### config.mk
export PLATFORM = sky130hd
export DESIGN_NAME = led_matrix_row_scanner
export DESIGN_NICKNAME = d
export VERILOG_FILES = /design/src/rtl/led_matrix_row_scanner.sv
export SDC_FILE = /design/constraint.sdc
export NUM_CORES = 1
export LEC_CHECK = 0
export ABC_AREA = 1
export BUFFER_PORTS_ARGS = -buffer_cell sky130_fd_sc_hd__buf_4
export CAP_MARGIN = 15
export CORE_MARGIN = 10
export CORE_UTILIZATION = 31
export DETAILED_ROUTE_END_ITERATION = 6
export SETUP_SLACK_MARGIN = 0.3
export SLEW_MARGIN = 20
export SYNTH_ARGS = -nofsm -noshare
export SYNTH_HDL_FRONTEND = slang
export SYNTH_SLANG_ARGS = --single-unit
### constraint.sdc
create_clock -name clk -period 1.9 [get_ports clk]
set_clock_uncertainty 0.15 [all_clocks]
set_input_delay 0.57 -clock clk [delete_from_list [all_inputs] [get_ports clk]]
set_output_delay 0.57 -clock clk [all_outputs]
set_load 0.02 [all_outputs]
### src/rtl/led_matrix_row_scanner.sv
// Row-scan driver for a small LED matrix: double-buffered frame, per-row dwell,
// optional blanking gap between rows, and tear-free frame swaps at scan boundaries.
module led_matrix_row_scanner #(
  parameter int unsigned ROWS  = 5,
  parameter int unsigned COLS  = 7,
  parameter int unsigned DWELL = 1000,
  parameter int unsigned BLANK = 2
) (
  input  logic                 clk,
  input  logic                 reset_n,
  input  logic                 enable,
  input  logic [ROWS*COLS-1:0] frame_data,
  input  logic                 frame_valid,
  output logic                 frame_ready,
  output logic [2:0]           row_sel,
  output logic [ROWS-1:0]      row_en,
  output logic [COLS-1:0]      col_data,
  output logic                 frame_done
);

  localparam int unsigned FW = ROWS * COLS;
  localparam int unsigned DW = $clog2(DWELL + 1);
  localparam int unsigned BW = $clog2(BLANK + 2);

  typedef enum logic [1:0] {ST_IDLE, ST_DISPLAY, ST_BLANK} state_t;

  state_t          state;
  logic [FW-1:0]   active;
  logic [FW-1:0]   pending;
  logic            pend;
  logic [DW-1:0]   dwell_cnt;
  logic [BW-1:0]   blank_cnt;

  logic            dwell_last;
  logic            blank_last;
  logic            advance;
  logic            wrap;
  logic [2:0]      next_row;
  logic [FW-1:0]   wrap_buf;
  logic [FW-1:0]   start_buf;

  function automatic logic [COLS-1:0] row_bits(input logic [FW-1:0] f, input logic [2:0] r);
    row_bits = '0;
    for (int unsigned i = 0; i < ROWS; i++) begin
      if (r == 3'(i)) row_bits = f[i*COLS +: COLS];
    end
  endfunction

  // Row sequencing: when the current row is finished and which buffer the next row reads.
  always_comb begin
    dwell_last = (dwell_cnt == DW'(DWELL - 1));
    blank_last = (blank_cnt == BW'(BLANK - 1));
    advance    = ((state == ST_DISPLAY) && dwell_last && (BLANK == 0)) ||
                 ((state == ST_BLANK) && blank_last);
    wrap       = (row_sel == 3'(ROWS - 1));
    next_row   = wrap ? 3'd0 : row_sel + 3'd1;
    wrap_buf   = (wrap && pend) ? pending : active;
    start_buf  = pend ? pending : active;
  end

  always_ff @(posedge clk or negedge reset_n) begin
    if (!reset_n) begin
      state       <= ST_IDLE;
      active      <= '0;
      pending     <= '0;
      pend        <= 1'b0;
      dwell_cnt   <= '0;
      blank_cnt   <= '0;
      frame_ready <= 1'b1;
      row_sel     <= 3'd0;
      row_en      <= '0;
      col_data    <= '0;
      frame_done  <= 1'b0;
    end else begin
      frame_done <= 1'b0;
      // Transfer and swap are exclusive: a transfer needs the pending slot empty.
      if (frame_valid && frame_ready) begin
        pending     <= frame_data;
        pend        <= 1'b1;
        frame_ready <= 1'b0;
      end
      if (!enable) begin
        state     <= ST_IDLE;
        row_sel   <= 3'd0;
        row_en    <= '0;
        col_data  <= '0;
        dwell_cnt <= '0;
        blank_cnt <= '0;
      end else if (advance) begin
        state     <= ST_DISPLAY;
        row_sel   <= next_row;
        dwell_cnt <= '0;
        blank_cnt <= '0;
        row_en    <= ROWS'(1) << next_row;
        col_data  <= row_bits(wrap_buf, next_row);
        if (wrap) begin
          frame_done <= 1'b1;
          if (pend) begin
            active      <= pending;
            pend        <= 1'b0;
            frame_ready <= 1'b1;
          end
        end
      end else begin
        case (state)
          ST_IDLE: begin
            state     <= ST_DISPLAY;
            row_sel   <= 3'd0;
            dwell_cnt <= '0;
            row_en    <= ROWS'(1);
            col_data  <= row_bits(start_buf, 3'd0);
            if (pend) begin
              active      <= pending;
              pend        <= 1'b0;
              frame_ready <= 1'b1;
            end
          end
          ST_DISPLAY: begin
            if (dwell_last) begin
              state     <= ST_BLANK;
              dwell_cnt <= '0;
              blank_cnt <= '0;
              row_en    <= '0;
              col_data  <= '0;
            end else begin
              dwell_cnt <= dwell_cnt + DW'(1);
            end
          end
          ST_BLANK: blank_cnt <= blank_cnt + BW'(1);
          default:  state <= ST_IDLE;
        endcase
      end
    end
  end

endmodule
# After elaboration in Yosys (flattened, before gate mapping)
# Index checks and enable logic that the tools add are counted.
# op_classes
shifts	1
eq_ne	15
reduce_logical	10
muxes	49
add_sub_neg	3
# op_table
op	n
two-way mux 35 bit	5
two-way mux 7 bit	8
two-way mux 10 bit	3
case mux 10 bit (2 select lines)	1
two-way mux 1 bit	15
two-way mux 5 bit	3
case mux 7 bit (2 select lines)	1
two-way mux 2 bit	6
two-way mux 3 bit	4
adder 10 x 1 -> 10 bit (second input constant)	1
== test 10 bit (second input constant)	1
case mux 5 bit (2 select lines)	1
!= test 4 x 1 -> 1 bit (second input constant)	2
== test 3 x 2 -> 1 bit (second input constant)	2
== test 3 bit (second input constant)	2
case mux 2 bit (3 select lines)	1
AND reduction 2 bit	3
<< shifter 1 x 3 -> 5 bit (first input constant)	1
== test 2 x 1 -> 1 bit (second input constant)	2
!= test 4 bit (second input constant)	1
case mux 2 bit (2 select lines)	1
adder 3 x 1 -> 3 bit (second input constant)	1
== test 3 x 1 -> 1 bit (second input constant)	1
logical AND 1 bit	3
9 further kinds	9
# word_totals
out_inout_bits	17
regBits	102

# Longest topological paths before layout
# Gate-level depths: netlist (run 1).
# depth
word_depth	10
ltp_mapped	13
depth_no_buf	11

# Worst setup path after synthesis (run 1)
# No wires, ideal clock.
# synth_path
path_type	register to register
from	register row_sel[0]
to	register col_data[1]
setup_ns	0.123
arrival_ns	1.791
n_path_buf	3
setup_slack_ns	-0.164
period_less_slack_ns	2.064
stages_incl_launch_ff	13
path_cell_list	dfrtp_1 -> inv_1 -> ha_1 -> buf_4 -> nand3_1 -> buf_4 -> buf_2 -> nand2_1 -> o21ai_0 -> nand2_1 -> nand3_1 -> o21ai_1 -> a21oi_1
# synth_between
elab_chain_cells	10
elab_cells_between_ends	17
# synth_lines
element	line	source
start: declaration	15	output logic [2:0] row_sel,
start signal: assignment	91	row_sel <= next_row;
adder 3 x 1 -> 3 bit / == test 3 bit (equally long branches)	56, 55	
two-way mux 3 bit / logical AND 1 bit (equally long branches)	56, 57	
logical NOT 3 bit / two-way mux 35 bit (equally long branches)	45, 57	
two-way mux 7 bit (4 in series)	45	if (r == 3'(i)) row_bits = f[i*COLS +: COLS];
two-way mux 7 bit (*)	45	
two-way mux 7 bit (*)	89	end else if (advance) begin
two-way mux 7 bit (*)	82	if (!enable) begin
end signal: assignment	95	col_data <= row_bits(wrap_buf, next_row);
end signal: assignment	111	col_data <= row_bits(start_buf, 3'd0);
end: declaration	17	output logic [COLS-1:0] col_data,
# Every way passes the cells marked *; elsewhere a longest branch is shown, timed or not.
# A chain may end at the register's enable or synchronous reset.

# Worst setup path after layout (run 1)
# layout_path
from	register row_sel[1]
to	register active[32]
# layout_between
elab_chain_cells	3
# layout_lines
element	line	source
== test 3 bit	55	wrap = (row_sel == 3'(ROWS - 1));
!= test 2 x 1 -> 1 bit (no line)	-	
AND reduction 3 bit (no line)	-	
end signal: assignment	99	active <= pending;
end signal: assignment	113	active <= pending;
end: declaration	28	logic [FW-1:0] active;
# Every way passes these cells.

==> results.txt, run 1 <==
* Core area: 15,900 um2
* Fraction of layout cells with a size suffix above 1: 0.432
- CP delay by family, top: buffers and inverters
- The routed layout has 4,484 vias.
- Critical path peak fanout: 8
* Post-route clock period utilization: 1.01
- The final layout contains 776 nets.
- First-pass GRT wire length: 22,500 um
- Setup repair after global routing could not meet its margin everywhere.
* Post-synthesis net count: 655
- DRC marker count from the first detailed-route iteration: 239
- The final count of pins violating max slew is 0.
- The number of hold violations in the final report came to 0.
- Across the run, the number of max-cap violations was 0.
- The final reports fail on setup timing.
* Number of standard cells in the layout, taps in and fillers out: 949
- Via count of the first global-routing pass: 4,389
* Final worst slack: -0.0167 ns
- STA classifies the critical path endpoint as a flop.
* Die span in y: 147 um
- For the worst setup path, the data required time is 1.98 ns.
- Mean area per synthesized cell: 8.29 um2
- Worst min-delay path class: in2reg
- Most prevalent standard cell on the critical path: sky130_fd_sc_hd__nor2_4
- Crit path cell chain: inv_2 > ha_4 > nand2_8 > nor2_4 > a21oi_4 > nor2_4 > clkinv_4 > clkbuf_16 > nand2_4 > o21ai_1
- Dividing the detail-routed via count by the number of cells gives 4.72.
- Total instance count after detailed placement: 879
- Setup violations remaining at the end of the flow were counted as 7.
- The initial antenna violation count is 0.
- Routability cong.: 0.823
- Leaving out fill and tap cells, the most frequent cell in the layout is sky130_fd_sc_hd__dfrtp_1.
- Total number of yosys warnings: 0
- The worst pin sits at a relative slew slack of 0.772.
- Summed over all cells, the static leakage comes to 0.00361 uW.
- Number of remaining DRC errors: 0
* Achievable frequency: 522 MHz
- After synthesis the netlist holds a flip-flop and latch count of 102.
- Overall power consumption after layout is estimated at 10,200 uW.
* Outcome: complete, but fails checks
- Detailed-route wire length per cell: 15.5 um
* Largest stage delay, worst path: 0.42 ns
* Number of different library cells in the post-synthesis netlist: 37
* Clock tree from TritonCTS: yes
* Number of instances in the synthesized netlist: 607
- The initial utilization of the core area, before any placement, comes to 0.317.
- CTS saw 102 sinks.
- After global routing the overflow that remains totals 0.
- Startpoint type of the worst setup path: flop
* VDD IR-drop max: 0.000669 V
- Later-pin clock latency in the skew report: 0.35 ns
- Register clock-pin slew on the reported worst setup and hold paths: 0.07 ns
- Drt pass-1 iters: 4
- Transition time at the pin with the least slew margin: 0.339 ns
- For this run, the total global-route usage over all layers was measured as 0.125.
- Seq/Total Area, Yosys: 0.508
- CTS Buffer Depth: 2
* Hold path depth: 2
- Layout Area Growth over Synthesis: 52.1%
- The worst hold path terminates at frame_ready.
- Top Ports: 56
- During placement, the flow inserted port buffers numbering 55.
- Critical-path cell with the highest stage delay: sky130_fd_sc_hd__dfrtp_2
- The routed design could run at a clock period as short as 1.92 ns.
* TritonCTS Buffers: 9
* Die footprint: 21,700 um2
- Reg2reg setup slack: -0.02 ns
* Worst flop-to-flop path endpoint: active[32]
- The repair_antennas step left the layout with diodes totalling 0.
* Cell chosen for the clock root: sky130_fd_sc_hd__clkbuf_16
* Category of the critical setup timing path: reg2reg
- From left edge to right edge, the die measures 147 um.
- The synthesized netlist occupies a cell area of 5030 um2.
- Residual antenna-violating net count after detailed routing: 0
* WP data arrival: 2.00 ns
* Sum of routed wire length over all layers: 14,700 um
- CP bufs+invs: 3
- Largest net degree at the start of global routing: 48
* H-tree depth: 3
- The wire-length estimate of the detail-placed layout is 9110 um.
* PD cells: 1340 nW/um2
- The startpoint identified for the worst hold timing path is frame_valid.
- After floorplanning, the core was divided into 46 placement rows.
* Commonest cells after routing, fill and taps aside: sky130_fd_sc_hd__dfrtp_1 (97), sky130_fd_sc_hd__nand2_1 (95), sky130_fd_sc_hd__buf_4 (77), sky130_fd_sc_hd__nor2_1 (62)
* Worst reg2reg path depth: 10
- Reg-to-reg startpoint: row_sel[1]
stage by stage:
step | hold WS (ns) | setup TNS [ns] | instance area (um2) | util | setup slack (ns)
floorplan | 0.124 | 0 | 5160 | - | 0.0514
global placement | 0.310 | 0 | 5910 | 0.372 | 0.00771
detailed placement | 0.308 | -0.0155 | 5910 | 0.372 | -0.0155
CTS | 0.197 | 0 | 6840 | 0.430 | 0.0961
global route | 0.217 | -1.75 | 7650 | 0.482 | -0.0834
finish | 0.227 | -0.0642 | 7650 | 0.482 | -0.0167
timing repair:
action / CTS / global route
setup buffers: 30 / 14
cloned: 1 / 8
setup endpoints to repair: 80 / 107
gates resized for setup: 96 / 152
hold endpoints to repair: 13 / 0
pin swaps: 17 / 21
hold buffers: 1 / 0
registers in the layout (all words and copies together) (netlist names):
signal,cells
state,2
row_en,5
col_data,7
active,35
dwell_cnt,10
row_sel,3
frame_ready,1
frame_done,1
blank_cnt,2
pending,35
pend,1
cell families (layout without fill, tap and decap cells):
logic type	count (synthesis)	after routing	share of synthesized area
compound gates	126	126	0.135
xor+xnor	2	2	0.00348
fa+ha+maj	9	9	0.0224
buf+inv	86	212	0.0754
flops	102	102	0.508
mux	15	15	0.0326
simple gates	267	267	0.223
layout make-up:
cell class / instances / area, um2
multi-input cells: 419 / 2820
well taps: 216 / 270
clock inverters: 6 / 68.8
flip-flops and latches: 102 / 2560
inverters: 59 / 269
fillers: 1510 / 8230
repair buffers: 137 / 1440
clock buffers: 10 / 229
layer usage:
layer	share of wire	global-route usage	routed length, um	vias to the layer above
li1	-	-	-	2233
met1	0.44	0.162	6490	2150
met2	0.50	0.203	7380	81
met3	0.037	0.0311	540	20
met4	0.018	0.0362	257	0
met5	0	0	0	-
cell usage after synthesis (all sizes together):
cell type,count,share of area
a211oi,2,0.0030
a21oi,39,0.041
a31oi,6,0.0075
buf,19,0.025
clkbuf,8,0.0060
clkinv,1,0.00075
dfrtp,101,0.50
dfstp,1,0.0052
ha,9,0.022
inv,58,0.043
mux2,11,0.025
mux2i,4,0.0080
nand2,158,0.12
nand3,21,0.022
nand4,11,0.014
nor2,74,0.062
nor3,1,0.00099
nor4,1,0.0012
o211ai,4,0.0060
o21ai,69,0.069
o22ai,2,0.0025
o31ai,4,0.0060
or2,1,0.0012
xnor2,1,0.0017
xor2,1,0.0017
worst register-to-register path: cells and delay by family (launching register included):
kind | cells | cell delay, ns
AO/OA/AOI/OAI | 2 | 0.11
buffers and inverters | 3 | 0.46
AND/OR/NAND/NOR | 4 | 0.45
flip-flops | 1 | 0.42
adder cells (fa/ha/maj) | 1 | 0.20
power breakdown:
group          total [uW]  switching, uW  internal (uW)
Clock                1900            863           1040
Combinational        4640           2490           2150
Sequential           3680            632           3050
worst max path at each step:
| stage | start | cells after the start | to | slack [ns] |
|---|---|---|---|---|
| after floorplan | row_sel[0] | 12 | active[27] | 0.05 |
| after global placement | row_sel[0] | 11 | col_data[6] | 0.008 |
| after detailed placement | row_sel[0] | 11 | col_data[6] | -0.02 |
| after CTS | row_sel[0] | 10 | col_data[6] | 0.1 |
| after global routing | state[0] | 12 | active[20] | -0.08 |
| final | row_sel[1] | 10 | active[32] | -0.02 |
(Power assumes the default switching activity.)
==> run 2, diff against run 1 <==
- RECOVER_POWER: unset -> 25
- clock period: 1.9 -> 1.73 ns (I/O delays scaled with it)
==> run 2 against run 1 <==
Net effect: the run still ends with setup timing left; total power up 12%; setup slack worse by 0.13 ns; via count up 3.2%; first-iteration DRC count up 50%.
==> results.txt, run 2 (same netlist as run 1, synthesis figures left out) <==
- Outcome: complete, but fails checks
- The final reports fail on setup timing.
- Antenna violations before repair: 0 (unchanged)
- The smallest clock period supported by the final layout is computed as 1.87 ns.
- The number of port buffers was 55 (unchanged).
- The total area of multi-input combinational cells was 3000 um2 (+6.4%).
* Layout Nets: 802 (+3.4%)
* Endpoint type of the worst setup path: output pin
* Critical-path cell with the highest stage delay: sky130_fd_sc_hd__dfrtp_2
- The final worst-path setup slack was -0.142 ns (-0.125 ns).
* Post-route clock period utilization: 1.08
* GRT Total Usage: 0.134 (+0.00887)
* Commonest cells after routing, fill and taps aside: sky130_fd_sc_hd__nand2_1 (105), sky130_fd_sc_hd__dfrtp_1 (97), sky130_fd_sc_hd__buf_4 (82), sky130_fd_sc_hd__buf_6 (55), sky130_fd_sc_hd__o21ai_1 (49)
- The path class of the tightest hold or removal check is in2reg.
- STA classifies the critical path startpoint as a flop.
- The library cell used most frequently in the layout, excluding fill and tap cells, is sky130_fd_sc_hd__nand2_1.
* VDD IR-drop max: 0.000933 V (+40%)
- Half-perimeter wire length after detailed placement: 9300 um (+2.1%)
* Die span in y: 147 um (unchanged)
- Final Hold Violating Endpoints: 0 (unchanged)
- Die span in x: 147 um (unchanged)
- The initial cell density of the core is 0.317 (unchanged).
* TritonCTS Buffers: 9 (unchanged)
- WP data arrival: 1.20 ns (-0.80 ns)
* Gr ovfl total: 0 (unchanged)
- The power per cell area came to 1410 nW/um2 (+5.2%).
- The clock latency of the later-clocked register in the worst-skew pair was 0.36 ns (about the same).
- First-pass GRT wire length: 23,500 um (+4.8%)
- The critical path in this run is classified as reg2out.
- The number of iterations in the first detailed-routing pass is 4 (unchanged).
- The kind of cell with the highest combined delay along the critical path is flip-flops.
- Most prevalent standard cell on the critical path: sky130_fd_sc_hd__buf_4
- Combined flip-flop and latch cell area: 2560 um2 (unchanged)
- The fraction of final layout cells with drive strength greater than 1 was 0.482 (+0.0491).
- Crit path cell chain: buf_4 > buf_4 > buf_6
* Static Leakage: 0.00380 uW (+5.3%)
- Detailed-route wire length on metal 1: 6830 um (+5.2%)
- Transition time at the pin with the least slew margin: 0.484 ns (+0.145 ns)
- The number of cells in the design after placement was 903 (+2.7%).
* Critical path depth: 3 (-7)
- Largest stage delay, worst path: 0.45 ns (+0.03 ns)
- The biggest fanout along the worst timing path came to 4 (-4).
* Via count of the first global-routing pass: 4,622 (+5.3%)
* Top layer used by detailed routing: met4
- The tree is rooted in a sky130_fd_sc_hd__clkbuf_16.
- The total non-filler cell area in the finished layout came to 8160 um2 (+6.6%).
* Routed wl met3: 525 um (-2.8%)
* DR vias/cell: 4.75 (+0.52%)
- Number of remaining DRC errors: 0 (unchanged)
- Core area: 15,900 um2 (unchanged)
* Number of fill cells in the layout: 1,452 (-3.8%)
* Clock tree from TritonCTS: yes
- Biggest registers after layout: active (35), pending (35), dwell_cnt (10)
- The clock transition at the register clock pins on the worst setup and hold paths after CTS was 0.07 ns (about the same).
- The worst reg-to-reg path cell count was 10 (unchanged).
* Number of rows created at floorplan: 46 (unchanged)
- Hold path depth: 2 (unchanged)
* Largest net degree at the start of global routing: 54 (+13%)
* Achievable frequency: 534 MHz
- The placed cell area came to 6170 um2 (+4.3%).
- Maximum capacitance violations: 0 (unchanged)
- The last weighted congestion value of the routability-driven placer is 0.822 (-0.15%).
- Hold_ws: 0.184 ns (-0.0434 ns)
* Sum of routed wire length over all layers: 15,300 um (+4.3%)
* Worst setup timing slack at the placement stage: -0.146 ns (-0.130 ns)
- The core occupancy in the finished layout came to 0.513 (+0.0317).
* Detailed-route wire length per cell: 15.7 um (+1.6%)
- Residual antenna-violating net count after detailed routing: 0 (unchanged)
* DR WL met2: 7750 um (+5.1%)
- The clock tree buffer depth came to 2 (unchanged).
- The final count of pins violating max slew was 0 (unchanged).
- H-tree depth: 3 (unchanged)
- Top Ports: 56 (unchanged)
- The total buffers and inverters traversed by the critical path is 3 (unchanged).
- DRC marker count from the first detailed-route iteration: 359 (+50%)
- The overall via count from detail_route is 4,626 (+3.2%).
* Number of standard cells in the layout, taps in and fillers out: 974 (+2.6%)
- The worst slew margin relative to its limit came to 0.677 (-0.0943).
- The worst path required time was 1.06 ns (-0.92 ns).
- Unrepaired setup endpoints after global routing: true
- The area of the die was 21,700 um2 (unchanged).
- Number of diodes: 0 (unchanged)
* Layout Area Growth over Synthesis: 62.1%
- Number of clock sinks seen by CTS: 102 (unchanged)
* Endpoints failing setup: 46 (+39)
==> run 2: cell count changes in the layout (fill, tap and decap cells not counted), sizes merged <==
cell and delta:
buf +25, clkinv -2, clkbuf +2, clkinvlp +1, inv -1
==> run 2: power by group <==
part           switching [uW]  internal [uW]  leakage, uW
Sequential                654           3350      0.00124
Clock                     916           1160     0.000142
Combinational            2840           2540      0.00242
==> run 2: final timing paths <==
| check | endpoint | slack (ns) | start |
|---|---|---|---|
| worst max-delay path | row_sel[0] | -0.14 | row_sel[0] |
| worst min-delay path | frame_ready | 0.18 | frame_valid |
| worst max register to register | col_data[3] | -0.11 | row_sel[0] |
| worst min register to register | active[12] | 0.33 | active[12] |
| max in group asynchronous | frame_ready | 0.32 | reset_n |
| min in group asynchronous | pending[10] | 0.38 | reset_n |
==> run 2: per-stage QoR <==
| step | setup TNS, ns | total power, uW |
|---|---|---|
| 3_5_place_dp | -2.33 | 7470 |
| 2_1_floorplan | -3.13 | 6290 |
| 5_1_grt | -7.28 | 12200 |
| 4_1_cts | -2.62 | 10500 |
| 6_report | -3.15 | 11500 |
| 3_3_place_gp | -1.69 | 7390 |
==> run 2: area by class of cell <==
type / count / share of cell area
multi-input combinational: 419 / 0.368
sequential: 102 / 0.314
timing repair buffer: 163 / 0.217
tap: 216 / 0.0331
inverter: 59 / 0.0318
clock buffer: 11 / 0.0298
clock inverter: 4 / 0.00675
==> run 2: layer usage <==
metal	up-vias	GRT usage
li1	2272	-
met1	2261	0.170
met2	78	0.221
met3	15	0.0314
met4	0	0.0431
met5	-	0
==> run 2: timing repair <==
item                                    in CTS  in global routing
buffers inserted                            25                 18
endpoints found under the setup margin     118                119
resized for setup                          158                151
pin swaps                                   34                 41
endpoints found under the hold margin        1                  0
hold buffers                                 1                  0
cloned                                       6                  6
==> run 3, diff against run 2 <==
- CORE_UTILIZATION: 31 -> 50
- PLACE_DENSITY: unset -> 0.7
- clock period: 1.73 -> 1.8 ns (I/O delays scaled with it)
==> run 3 against run 2 <==
Net effect: the run still ends with setup timing left; global-route usage up 4.8 points; sequential cell count unchanged; total power down 12%; critical path depth up 6; setup slack worse by 0.018 ns; critical endpoint is now col_data[1]; largest cell class unchanged; wire length down 1.3%; clock-buffer cell count down 1; critical path type is now reg2reg; largest power group unchanged; via count up 2.2%; sequential share of layout area up 3.3 points; sequential power down 2%; combinational power down 12%.
==> results.txt, run 3 (same netlist as run 1, synthesis figures left out) <==
- The power per cell area was 1370 nW/um2 (-2.5%).
* Critical path peak fanout: 15 (+11)
- The peak supply drop came to 0.000779 V (-17%).
- CP bufs+invs: 2 (-1)
- Endpoint type of the worst setup path: flop
* Number of remaining DRC errors: 0 (unchanged)
- The number of antenna-violating nets in the routed design is 0 (unchanged).
- Clock tree from TritonCTS: yes
- Register clock-pin slew on the reported worst setup and hold paths: 0.10 ns (+0.03 ns)
* Part of the total power dissipated in sequential elements: 0.386 (+0.037)
- Cell chosen for the clock root: sky130_fd_sc_hd__clkbuf_8
* Transition time at the pin with the least slew margin: 0.838 ns (+0.354 ns)
- H-tree depth: 3 (unchanged)
- Via count: 4,727 (+2.2%)
- Global-route layer with the greatest usage: met2
* Drt pass-1 iters: 5 (+1)
- CP delay by family, top: flip-flops
* Reg2reg setup slack: -0.16 ns (-0.05 ns)
- Top Ports: 56 (unchanged)
- The area of the die was 14,500 um2 (-33%).
- Leading cell type in the layout, fill and taps excluded: sky130_fd_sc_hd__dfrtp_1
- Core area: 9770 um2 (-38%)
- Largest net degree at the start of global routing: 49 (-9.3%)
- The met3 routing resource usage after global routing was 0.0489 (+0.0174).
- The critical path goes through inv_2 > ha_4 > nand3_4 > buf_12 > o21ai_0 > nand2_2 > nand3_2 > o21ai_1 > a21oi_1.
- The wire length of the first global-routing pass is 21,800 um (-7.5%).
- The post-DP HPWL came to 8860 um (-4.7%).
* Met2 global-route usage: 0.314 (+0.0922)
- The last weighted congestion value of the routability-driven placer was 0.925 (+12%).
* Relative contribution of the clock network to total power: 0.147 (-0.034)
- WP data arrival: 2.12 ns (+0.92 ns)
- Number of rows created at floorplan: 36 (-22%)
- CTS Buffer Depth: 2 (unchanged)
* Layout Nets: 783 (-2.4%)
- Layout Area Growth over Synthesis: 46.8%
- The width of the chip is 120 um (-18%).
- Later-pin clock latency in the skew report: 0.38 ns (+0.02 ns)
* Number of clock sinks seen by CTS: 102 (unchanged)
- Via count of the first global-routing pass: 4,551 (-1.5%)
- Static Leakage: 0.00355 uW (-6.5%)
* Post-route clock period utilization: 1.09
- The TritonCTS buffer count was 9 (unchanged).
* Violations in the final reports: setup timing
- The routed length per instance was 17.3 um (+10%).
- The part of the total power dissipated in combinational logic came to 0.467 (-0.003).
* GRT Total Usage: 0.183 (+0.0483)
- The final count of pins violating max slew came to 0 (unchanged).
- The total congestion overflow after global routing came to 0 (unchanged).
- Antenna violations before repair: 0 (unchanged)
- The number of cells in the design after placement came to 815 (-9.7%).
* Commonest cells after routing, fill and taps aside: sky130_fd_sc_hd__dfrtp_1 (98), sky130_fd_sc_hd__nand2_1 (93), sky130_fd_sc_hd__buf_4 (82), sky130_fd_sc_hd__nor2_1 (65), sky130_fd_sc_hd__buf_6 (43)
- The worst hold path belongs to the class in2reg.
- The internal portion of total power came to 5960 uW (-15%).
- The flow ran to the end, but the final reports show violations.
* Data required time of the worst path: 1.96 ns (+0.90 ns)
- The via density per instance is 5.41 (+14%).
* Number of fill cells in the layout: 647 (-55%)
- Unrepaired setup endpoints after global routing: true
- The net switching power was 4150 uW (-5.9%).
- The post-route non-filler standard cell count was 873 (-10%).
* Total power draw: 10,100 uW (-12%)
- Number of diodes: 0 (unchanged)
- Final-layout setup total negative slack: -3.59 ns (-0.439 ns)
* Maximum capacitance violations: 0 (unchanged)
* Starting Density: 0.515 (+0.198)
* Die span in y: 120 um (-18%)
- The final worst-path setup slack is -0.160 ns (-0.0182 ns).
- Largest stage delay, worst path: 0.46 ns (about the same)
- The largest registers in the layout are active (35), pending (35), dwell_cnt (10).
* Achievable frequency: 510 MHz
- The worst slew margin relative to its limit came to 0.441 (-0.236).
- Sum of routed wire length over all layers: 15,100 um (-1.3%)
* Final Hold Violating Endpoints: 0 (unchanged)
- The final setup violation count was 37 (-20%).
- DRC marker count from the first detailed-route iteration: 316 (-12%)
- Startpoint type of the worst setup path: flop
* Final critical path time including I/O delays and setup: 1.96 ns
- Fraction of met1 tracks used by global routing: 0.224 (+0.0538)
- The fraction of final layout cells with drive strength greater than 1 was 0.441 (-0.0410).
- The fraction of power spent switching nets was 0.411 (+0.0257).
- I/O Buffers: 55 (unchanged)
- The slowest stage of the critical path belongs to the cell sky130_fd_sc_hd__dfrtp_2.
- The setup path with the least slack is of type reg2reg.
==> run 3: changes by cell type in the layout (fill, tap and decap cells not counted), moves of 7 or more <==
cell                        change
sky130_fd_sc_hd__mux2_4         -7
sky130_fd_sc_hd__nor2_1        +27
sky130_fd_sc_hd__a21oi_2       -12
sky130_fd_sc_hd__mux2_2         +7
sky130_fd_sc_hd__o21ai_1       -12
sky130_fd_sc_hd__nand2_2        +9
sky130_fd_sc_hd__a21oi_1       +12
sky130_fd_sc_hd__clkbuf_8       +8
sky130_fd_sc_hd__clkbuf_16     -10
sky130_fd_sc_hd__o21ai_2       +10
sky130_fd_sc_hd__buf_6         -12
sky130_fd_sc_hd__nor2_4        -25
sky130_fd_sc_hd__nand2_1       -12
==> run 3: path summary, 6_finish.rpt <==
kind	cells past startpoint	from	endpoint
max	9	row_sel[1]	col_data[1]
min reg2reg	2	active[7]	active[7]
min in group asynchronous	2	reset_n	pending[1]
max in group asynchronous	3	reset_n	active[18]
max reg2reg	9	row_sel[1]	col_data[1]
min	2	frame_valid	frame_ready
==> run 3: metrics by stage <==
step	utilization	hold slack, ns	instance area, um2	worst slack (ns)
finish	0.756	0.175	7380	-0.160
global route	0.756	0.172	7380	-0.228
CTS	0.696	0.151	6800	-0.0100
detailed placement	0.617	0.259	6030	-0.0282
global placement	0.617	0.256	6030	-0.0136
floorplan	-	0.0944	5210	-0.0462
==> run 3: power groups by stage <==
stage	Combinational [uW]	Sequential [uW]	Clock, uW
after global placement	3320	3730	0
after global routing	5150	4000	1600
after CTS	3920	3800	1500
after detailed placement	3410	3770	0
final	4720	3910	1490
after floorplan	2290	3730	0
==> run 3: repair_timing <==
item	in CTS	in global routing
gates cloned	0	6
buffers inserted	19	16
pin swaps	31	22
setup endpoints to repair	81	95
hold buffers	1	0
hold endpoints to repair	8	0
resized for setup	129	95
==> run 3: final cells by class <==
type	instances	area [um2]	share of cell area
Multi-Input combinational cell	419	2750	0.373
Inverter	59	254	0.0344
Tap cell	133	166	0.0225
Clock inverter	6	70.1	0.00949
Timing Repair Buffer	144	1460	0.197
Sequential cell	102	2560	0.346
Clock buffer	10	128	0.0173
==> run 3: routing by layer <==
layer | wire [um] | vias to the layer above | part of all wire
li1 | - | 2243 | -
met1 | 6300 | 2278 | 0.42
met2 | 7640 | 171 | 0.51
met3 | 797 | 35 | 0.053
met4 | 363 | 0 | 0.024
met5 | 0 | - | 0
